`src/rtl/ps2_key_event_decoder_pkg.sv`:
```
// Shared definitions for the PS/2 key event decoder: prefix bytes, FSM states,
// event word layout and a BCD increment helper.
package ps2_defs;

    localparam logic [7:0] PS2_EXT   = 8'hE0;
    localparam logic [7:0] PS2_BRK   = 8'hF0;
    localparam logic [7:0] PS2_PAUSE = 8'hE1;
    localparam logic [7:0] PS2_ERR0  = 8'h00;
    localparam logic [7:0] PS2_ERR1  = 8'hFF;

    typedef enum logic [1:0] {
        S_IDLE,
        S_POP,
        S_WAIT
    } state_t;

    localparam int unsigned EV_W = 10;

    typedef struct packed {
        logic       ext;
        logic       brk;
        logic [7:0] code;
    } ev_t;

    // Increments the low `digits` BCD digits; all-9s wraps to zero.
    function automatic logic [15:0] bcd_inc(input logic [15:0] v, input int unsigned digits);
        logic [15:0] r;
        logic        carry;
        r     = v;
        carry = 1'b1;
        for (int unsigned i = 0; i < 4; i++) begin
            if (i < digits && carry) begin
                if (r[4*i +: 4] == 4'd9) begin
                    r[4*i +: 4] = 4'd0;
                end else begin
                    r[4*i +: 4] = r[4*i +: 4] + 4'd1;
                    carry       = 1'b0;
                end
            end
        end
        return r;
    endfunction

endpackage

```
`src/rtl/ps2_key_event_decoder_if.sv`:
```
// Byte-side (ps2_keyboard FIFO) and event-side (valid/ready queue) signals of
// the key event decoder; master is the decoder, slave is its environment.
interface ps2_key_event_decoder_if;

    logic [7:0] kb_data;
    logic       kb_ready;
    logic       kb_overflow;
    logic       kb_nextdata_n;
    logic       ev_valid;
    logic       ev_ready;
    logic [7:0] ev_code;
    logic       ev_ext;
    logic       ev_break;

    modport master (
        input  kb_data, kb_ready, kb_overflow, ev_ready,
        output kb_nextdata_n, ev_valid, ev_code, ev_ext, ev_break
    );

    modport slave (
        output kb_data, kb_ready, kb_overflow, ev_ready,
        input  kb_nextdata_n, ev_valid, ev_code, ev_ext, ev_break
    );

endinterface

```
`src/rtl/ps2_key_event_decoder_key_event_fifo.sv`:
```
// Synchronous FIFO for decoded key events; a pop frees a slot for a write in
// the same cycle even when full.
module key_event_fifo #(
    parameter int unsigned WIDTH = 10,
    parameter int unsigned DEPTH = 4
) (
    input  logic             clk,
    input  logic             resetn,
    input  logic             wr_en,
    input  logic [WIDTH-1:0] din,
    input  logic             rd_en,
    output logic [WIDTH-1:0] dout,
    output logic             full,
    output logic             empty
);

    localparam int unsigned AW = $clog2(DEPTH);

    logic [WIDTH-1:0] mem [DEPTH];
    logic [AW:0]      wr_ptr;
    logic [AW:0]      rd_ptr;
    logic             do_wr;
    logic             do_rd;

    assign empty = (wr_ptr == rd_ptr);
    assign full  = (wr_ptr[AW] != rd_ptr[AW]) && (wr_ptr[AW-1:0] == rd_ptr[AW-1:0]);
    assign do_rd = rd_en && !empty;
    assign do_wr = wr_en && (!full || do_rd);
    assign dout  = mem[rd_ptr[AW-1:0]];

    always_ff @(posedge clk) begin
        if (!resetn) begin
            wr_ptr <= '0;
            rd_ptr <= '0;
            for (int unsigned i = 0; i < DEPTH; i++) begin
                mem[i] <= '0;
            end
        end else begin
            if (do_wr) begin
                mem[wr_ptr[AW-1:0]] <= din;
                wr_ptr              <= wr_ptr + 1'b1;
            end
            if (do_rd) begin
                rd_ptr <= rd_ptr + 1'b1;
            end
        end
    end

endmodule

```
`src/rtl/ps2_key_event_decoder.sv`:
```
// Folds PS/2 E0/F0 prefixes into key events, queues them, and tracks held keys,
// a BCD press counter and the last key. TYPEMATIC_FILTER_EN drops repeat makes.
module ps2_key_event_decoder
    import ps2_defs::*;
#(
    parameter int unsigned EVQ_DEPTH  = 4,
    parameter int unsigned HELD_SLOTS = 4,
    parameter int unsigned CNT_DIGITS = 2
) (
    input  logic                    clk,
    input  logic                    resetn,
    ps2_key_event_decoder_if.master bus,
    output logic [4*CNT_DIGITS-1:0] press_cnt,
    output logic [7:0]              last_code,
    output logic                    last_ext,
    output logic [3:0]              held_cnt,
    output logic                    err,
    input  logic                    clr_err
);

    state_t state, state_d;

    logic [7:0]            byte_q;
    logic                  ext_pend, brk_pend;
    logic [2:0]            skip_cnt;
    logic [HELD_SLOTS-1:0] held_vld, held_ext;
    logic [7:0]            held_code [HELD_SLOTS];
    logic [HELD_SLOTS-1:0] hit_vec, free_sel, ins_mask, rm_mask;
    logic                  is_evt, is_make, is_brk, is_rep, new_make, tbl_full, err_set;
    logic                  q_wr, q_full, q_empty;
    logic [EV_W-1:0]       q_dout, ev_hold;

    always_ff @(posedge clk) begin
        if (!resetn) state <= S_IDLE;
        else         state <= state_d;
    end

    always_comb begin
        state_d = state;
        case (state)
            S_IDLE:  if (bus.kb_ready && !q_full) state_d = S_POP;
            S_POP:   state_d = S_WAIT;
            S_WAIT:  state_d = S_IDLE;
            default: state_d = S_IDLE;
        endcase
    end

    always_comb begin
        bus.kb_nextdata_n = (state != S_POP);
    end

    always_ff @(posedge clk) begin
        if (!resetn)                                byte_q <= '0;
        else if (state == S_IDLE && state_d == S_POP) byte_q <= bus.kb_data;
    end

    always_comb begin
        hit_vec  = '0;
        free_sel = '0;
        for (int unsigned i = 0; i < HELD_SLOTS; i++) begin
            hit_vec[i] = held_vld[i] && held_code[i] == byte_q && held_ext[i] == ext_pend;
            if (!held_vld[i] && free_sel == '0) free_sel[i] = 1'b1;
        end
    end

    always_comb begin
        is_evt   = (state == S_POP) && skip_cnt == 3'd0 &&
                   byte_q != PS2_EXT && byte_q != PS2_BRK && byte_q != PS2_PAUSE &&
                   byte_q != PS2_ERR0 && byte_q != PS2_ERR1;
        is_make  = is_evt && !brk_pend;
        is_brk   = is_evt && brk_pend;
        is_rep   = is_make && (hit_vec != '0);
        new_make = is_make && !is_rep;
        tbl_full = new_make && (free_sel == '0);
        ins_mask = new_make ? free_sel : '0;
        rm_mask  = is_brk ? hit_vec : '0;
`ifdef TYPEMATIC_FILTER_EN
        q_wr     = is_evt && !is_rep;
`else
        q_wr     = is_evt;
`endif
        err_set  = bus.kb_overflow || tbl_full ||
                   ((state == S_POP) && skip_cnt == 3'd0 &&
                    (byte_q == PS2_ERR0 || byte_q == PS2_ERR1));
    end

    always_ff @(posedge clk) begin
        if (!resetn) begin
            ext_pend  <= 1'b0;
            brk_pend  <= 1'b0;
            skip_cnt  <= '0;
            held_vld  <= '0;
            held_ext  <= '0;
            held_cnt  <= '0;
            press_cnt <= '0;
            last_code <= '0;
            last_ext  <= 1'b0;
            err       <= 1'b0;
            for (int unsigned i = 0; i < HELD_SLOTS; i++) held_code[i] <= '0;
        end else begin
            if (err_set)      err <= 1'b1;
            else if (clr_err) err <= 1'b0;

            if (state == S_POP) begin
                if (skip_cnt != 3'd0) begin
                    skip_cnt <= skip_cnt - 3'd1;
                end else begin
                    case (byte_q)
                        PS2_EXT:   ext_pend <= 1'b1;
                        PS2_BRK:   brk_pend <= 1'b1;
                        PS2_PAUSE: skip_cnt <= 3'd7;
                        default: begin
                            ext_pend <= 1'b0;
                            brk_pend <= 1'b0;
                        end
                    endcase
                end
            end

            for (int unsigned i = 0; i < HELD_SLOTS; i++) begin
                if (ins_mask[i]) begin
                    held_code[i] <= byte_q;
                    held_ext[i]  <= ext_pend;
                end
            end
            held_vld <= (held_vld | ins_mask) & ~rm_mask;
            if (ins_mask != '0)     held_cnt <= held_cnt + 4'd1;
            else if (rm_mask != '0) held_cnt <= held_cnt - 4'd1;

            if (new_make) begin
                press_cnt <= bcd_inc(16'(press_cnt), CNT_DIGITS)[4*CNT_DIGITS-1:0];
                last_code <= byte_q;
                last_ext  <= ext_pend;
            end
        end
    end

    key_event_fifo #(
        .WIDTH(EV_W),
        .DEPTH(EVQ_DEPTH)
    ) u_fifo (
        .clk    (clk),
        .resetn (resetn),
        .wr_en  (q_wr),
        .din    ({ext_pend, brk_pend, byte_q}),
        .rd_en  (bus.ev_valid && bus.ev_ready),
        .dout   (q_dout),
        .full   (q_full),
        .empty  (q_empty)
    );

    // Head is tracked while non-empty so outputs hold after the queue drains.
    always_ff @(posedge clk) begin
        if (!resetn)       ev_hold <= '0;
        else if (!q_empty) ev_hold <= q_dout;
    end

    assign bus.ev_valid = !q_empty;
    assign {bus.ev_ext, bus.ev_break, bus.ev_code} = q_empty ? ev_hold : q_dout;

endmodule

```
`src/flat_wrapper.sv`:
```
// flat-port wrapper written by rule: the top's interface ports become plain ports
module ps2_key_event_decoder_flat import ps2_defs::*;
#(
    parameter int unsigned EVQ_DEPTH  = 4,
    parameter int unsigned HELD_SLOTS = 4,
    parameter int unsigned CNT_DIGITS = 2
)
  (clk, resetn, press_cnt, last_code, last_ext, held_cnt, err, clr_err, bus_kb_data, bus_kb_ready, bus_kb_overflow, bus_ev_ready, bus_kb_nextdata_n, bus_ev_valid, bus_ev_code, bus_ev_ext, bus_ev_break);
  ps2_key_event_decoder_if bus_i ();
  input  logic clk;
  input  logic resetn;
  output logic [4*CNT_DIGITS-1:0] press_cnt;
  output logic [7:0] last_code;
  output logic last_ext;
  output logic [3:0] held_cnt;
  output logic err;
  input  logic clr_err;
  input wire logic [$bits(bus_i.kb_data)-1:0] bus_kb_data;
  input wire logic [$bits(bus_i.kb_ready)-1:0] bus_kb_ready;
  input wire logic [$bits(bus_i.kb_overflow)-1:0] bus_kb_overflow;
  input wire logic [$bits(bus_i.ev_ready)-1:0] bus_ev_ready;
  output wire logic [$bits(bus_i.kb_nextdata_n)-1:0] bus_kb_nextdata_n;
  output wire logic [$bits(bus_i.ev_valid)-1:0] bus_ev_valid;
  output wire logic [$bits(bus_i.ev_code)-1:0] bus_ev_code;
  output wire logic [$bits(bus_i.ev_ext)-1:0] bus_ev_ext;
  output wire logic [$bits(bus_i.ev_break)-1:0] bus_ev_break;
  assign bus_i.kb_data = bus_kb_data;
  assign bus_i.kb_ready = bus_kb_ready;
  assign bus_i.kb_overflow = bus_kb_overflow;
  assign bus_i.ev_ready = bus_ev_ready;
  assign bus_kb_nextdata_n = bus_i.kb_nextdata_n;
  assign bus_ev_valid = bus_i.ev_valid;
  assign bus_ev_code = bus_i.ev_code;
  assign bus_ev_ext = bus_i.ev_ext;
  assign bus_ev_break = bus_i.ev_break;
  ps2_key_event_decoder #(.EVQ_DEPTH(EVQ_DEPTH), .HELD_SLOTS(HELD_SLOTS), .CNT_DIGITS(CNT_DIGITS)) u_core (.clk(clk), .resetn(resetn), .bus(bus_i), .press_cnt(press_cnt), .last_code(last_code), .last_ext(last_ext), .held_cnt(held_cnt), .err(err), .clr_err(clr_err));
endmodule
```
`config.mk`:
```
export PLATFORM = sky130hd
export DESIGN_NAME = ps2_key_event_decoder_flat
export DESIGN_NICKNAME = d
export VERILOG_FILES = /design/src/rtl/ps2_key_event_decoder_pkg.sv /design/src/rtl/ps2_key_event_decoder_if.sv /design/src/rtl/ps2_key_event_decoder_key_event_fifo.sv /design/src/rtl/ps2_key_event_decoder.sv /design/src/flat_wrapper.sv
export SDC_FILE = /design/constraint.sdc
export NUM_CORES = 1
export LEC_CHECK = 0
export BUFFER_PORTS_ARGS = -buffer_cell sky130_fd_sc_hd__buf_2
export CAP_MARGIN = 20
export CELL_PAD_IN_SITES_DETAIL_PLACEMENT = 0
export CELL_PAD_IN_SITES_GLOBAL_PLACEMENT = 1
export CORE_AREA = 2 2 126 128
export CTS_BUF_LIST = sky130_fd_sc_hd__clkbuf_4 sky130_fd_sc_hd__clkbuf_8
export DETAILED_ROUTE_END_ITERATION = 12
export DIE_AREA = 0 0 128 130
export GPL_ROUTABILITY_DRIVEN = 0
export HOLD_SLACK_MARGIN = 0.02
export PLACE_DENSITY = 0.87
export SLEW_MARGIN = 30
export SYNTH_ARGS = -nofsm -noshare
export SYNTH_HDL_FRONTEND = slang
export SYNTH_HIERARCHICAL = 1
export SYNTH_SLANG_ARGS = --single-unit
```
`constraint.sdc`:
```
create_clock -name clk -period 2.6 [get_ports clk]
set_input_delay 0 -clock clk [delete_from_list [all_inputs] [get_ports clk]]
set_output_delay 0 -clock clk [all_outputs]
set_load 0.005 [all_outputs]
```
==> results by group <==
Layout
  • Final nets: roughly 740
  • # diodes: 0
  • Final instance area: 8390 um2
  • Area grow syn2layout: 25.2%
  • Share of cells above drive strength 1: 0.337
  • Final cell count without fillers: 928

Hold path
  • HP Class: input port to flip-flop
  • Hold path endpoint: u_core/held_vld[0]
  • Hold depth: 3
  • Hold path start: resetn

STA
  • RSZ-0062 raised after global routing: true
  • Minimum clock period: 2.62 ns
  • Final Hold Viols: 0
  • Slew Limit Fails: 0
  • F_max: 382 MHz
  • Skew final: 0.0151 ns
  • Period utilisation layout: 1.01
  • Relative slew slack: 0.640
  • Least-Margin Pin Slew: 0.539 ns
  • Final WS setup: -0.0207 ns
  • # setup viols final: 2

Logic synthesis
  • Top-area cell type share of the netlist area: 0.323
  • Mapped Area: 6700 um2
  • Synth cell types: 65
  • Sequential area share after synthesis: 0.511
  • Register bit total from synthesis: roughly 140
  • Count of warnings emitted by yosys: 6
  • Post-Syn Area per Cell: approximately 11 um2
  • Cells after synthesis: ~600
  • Ranking of synthesized cells by area: edfxtp_1 (32%), dfxtp_1 (19%), xnor2_1 (5.6%)
  • Post-synth top flop: edfxtp_1
  • Area leader, netlist: edfxtp_1
  • Commonest cells post-synth: edfxtp_1 (72), nand2_1 (70), nor2_1 (67)
  • Ys async rst share: 0
  • Post-synth EDFFs: 72
  • Most numerous cell in the Yosys netlist: edfxtp_1
  • Net Count, Synth: 626

Setup path
  • CP required: 2.94 ns
  • FF-to-FF End: u_core/held_cnt[2]
  • Reg2reg path depth: 14
  • CP peak stage delay: 0.37 ns
  • Crit end category: flip-flop
  • Critical R2R Launch: u_core/byte_q[3]
  • Reg2reg setup slack: -0.02 ns
  • Worst path cell trace: buf_6, xnor2_2, nand2_1, nor3_2, nor4_2, buf_4, nand2b_4, nor3_4, inv_2, ha_4, xor2_1, o21ai_1, mux2_4, o221a_4
  • Worst Path Max Fanout: 4
  • Delay-heaviest family, CP: simple AND/OR/NAND/NOR gates
  • CP Class: flip-flop to flip-flop
  • Critical Path AT: 2.96 ns
  • Buffers and inverters on the worst path: 3
  • CP startpoint kind: flip-flop
  • Max stage delay cell, worst path: dfxtp_4

Global route
  • GRT Util Overall: 0.187
  • Initial antenna violation count: 0
  • Global route overflow: 0
  • Largest net degree at the start of global routing: 29
  • Vias in the first global route: 5001
  • First-pass GRT wire length: around 24000 um

Clock tree
  • Clock Tree Buf Depth: 2
  • CTS tree: built
  • Clock Tree Root: clkbuf_8
  • Sink Count: 135
  • # H-tree levels: 4
  • TritonCTS Buffers: 17
  • Clock-pin slew of the registers on the worst-case setup and hold paths: 0.07 ns
  • Worst-Skew Late Latency: 0.45 ns

Drt
  • Post-DRT Antenna Nets: 0
  • Wire length per cell: 16.5 um
  • Vias/cell: 5.27
  • Final WL: 15300 um
  • TritonRoute pass-1 iters: 5
  • DRC viols: 0
  • 1st-iter DRT viols: between 300 and 400
  • DR vias: slightly below 5000

Placed design
  • Port Buffers: between 40 and 50
  • Placed cell count: approximately 860
  • Detail Placement HPWL: 10400 um
  • Placement Cell Area: 7390 um2

Pwr
  • Leakage: 3.09 nW
  • Worst VDD drop: 0.000528 V
  • Pwr dens: 613 nW/um2
  • Comb pwr share: 0.117
  • Clock Power Share: 0.421
  • Power Total: 5.14 mW
  • Switching Share: 0.224
  • Sw power: 1.15 mW
  • Pint: 3.99 mW
  • Sequential power share: 0.462

Job
  • Max Cap Viol: 0

Floorplanning
  • Row Count: 46
  • Die area: 16600 um2
  • Core box area: 15400 um2
  • IO Count: 48
  • Die height: 130 um
  • Die Wd: 128 um
  • Initial Util: 0.435

Run status
  • Failing checks: negative setup slack
  • Outcome: finished with violations
[per-stage QoR]
step / worst slack, ns / TNS, ns / utilization / hold slack [ns]
2_1_floorplan: -0.249 / -5.05 / - / 0.128
3_3_place_gp: -0.102 / -0.148 / 0.479 / 0.250
3_5_place_dp: -0.231 / -0.677 / 0.479 / 0.252
4_1_cts: -0.0662 / -0.0903 / 0.533 / 0.0258
5_1_grt: -0.171 / -0.913 / 0.544 / 0.0636
6_report: -0.0207 / -0.0254 / 0.544 / 0.0796
[sequential cells by signal (all words and copies together) (netlist names), 2 cells and up, named ones only]
name                  cells
u_core/last_code          8
u_core/skip_cnt           3
u_core/u_fifo/mem        40
u_core/u_fifo/wr_ptr      3
u_core/byte_q             8
u_core/held_code         32
u_core/ev_hold           10
u_core/press_cnt          8
u_core/u_fifo/rd_ptr      3
u_core/held_ext           4
u_core/state              2
u_core/held_cnt           4
u_core/held_vld           4
[logic make-up after synthesis]
logic type      count (synthesis)  synth area share
simple gates                  246             0.212
flops                         135             0.511
buf+inv                        65            0.0517
compound gates                 57            0.0577
xor+xnor                       48            0.0627
mux                            47            0.0911
fa+ha+maj                       7            0.0142
[worst min-delay path, stage by stage]
cell	delay, ns
buf_2	0.26
o21ai_0	0.16
a311oi_1	0.05
[routing by layer]
metal / up-vias / wire [um] / track usage
met4: 0 / 403 / 0.0847
met5: - / 0 / 0
met2: 148 / 7970 / 0.333
met3: 36 / 811 / 0.0566
li1: 2368 / - / -
met1: 2338 / 6090 / 0.206
[how the worst max path moves through the flow]
stage | from | to | slack (ns) | cells after the start
after global placement | u_core/byte_q[0] | u_core/held_cnt[2] | -0.10 | 12
after detailed placement | u_core/ext_pend | u_core/held_cnt[2] | -0.23 | 12
after CTS | u_core/held_code[3][2] | u_core/held_cnt[2] | -0.07 | 13
after floorplan | u_core/skip_cnt[0] | u_core/u_fifo/mem[1][0] | -0.25 | 10
final | u_core/byte_q[3] | u_core/held_cnt[2] | -0.02 | 14
after global routing | u_core/byte_q[3] | u_core/held_cnt[2] | -0.17 | 14
[cells in the final DEF (no fill, tap or decap), types with 8 or more instances in the layout]
cell type / synthesis / routed
buf_2: 4 / 47
nand2_1: 70 / 67
edfxtp_1: 72 / 72
nor3_2: 23 / 23
nor2_1: 67 / 67
mux2_2: 12 / 11
mux4_2: 10 / 10
nor4_2: 11 / 12
and2_1: 21 / 21
mux2i_1: 25 / 25
buf_4: 6 / 60
nand2b_1: 9 / 8
dfxtp_1: 63 / 54
clkbuf_8: 0 / 21
nand4_1: 8 / 8
inv_1: 26 / 25
xnor2_1: 43 / 39
dlygate4sd3_1: 0 / 22
a21oi_1: 18 / 16
o21ai_0: 12 / 8
[power groups by stage]
stage                     logic [mW]  clock network [mW]  registers [mW]
final                          0.603                2.17            2.38
after floorplan                0.380                   0            2.40
after CTS                      0.576                2.21            2.38
after global placement         0.524                   0            2.42
after detailed placement       0.536                   0            2.43
after global routing           0.657                2.29            2.39
[what timing repair did]
item,4_1_cts,5_1_grt
gates resized for setup,14,38
hold buffers,22,0
pin swaps,10,8
hold endpoints to repair,19,0
cloned,0,3
setup buffers,6,3
endpoints found under the setup margin,20,91
[area by class of cell]
| class | instances | area, um2 |
|---|---|---|
| Clock buffer | 25 | 319 |
| Clock inverter | 7 | 189 |
| Fill cell | 1291 | 7030 |
| Inverter | 28 | 105 |
| Multi-Input combinational cell | 405 | 3100 |
| Sequential cell | 135 | 3450 |
| Tap cell | 192 | 240 |
| Timing Repair Buffer | 136 | 990 |
No activity file was read; power rests on OpenSTA's default activity.
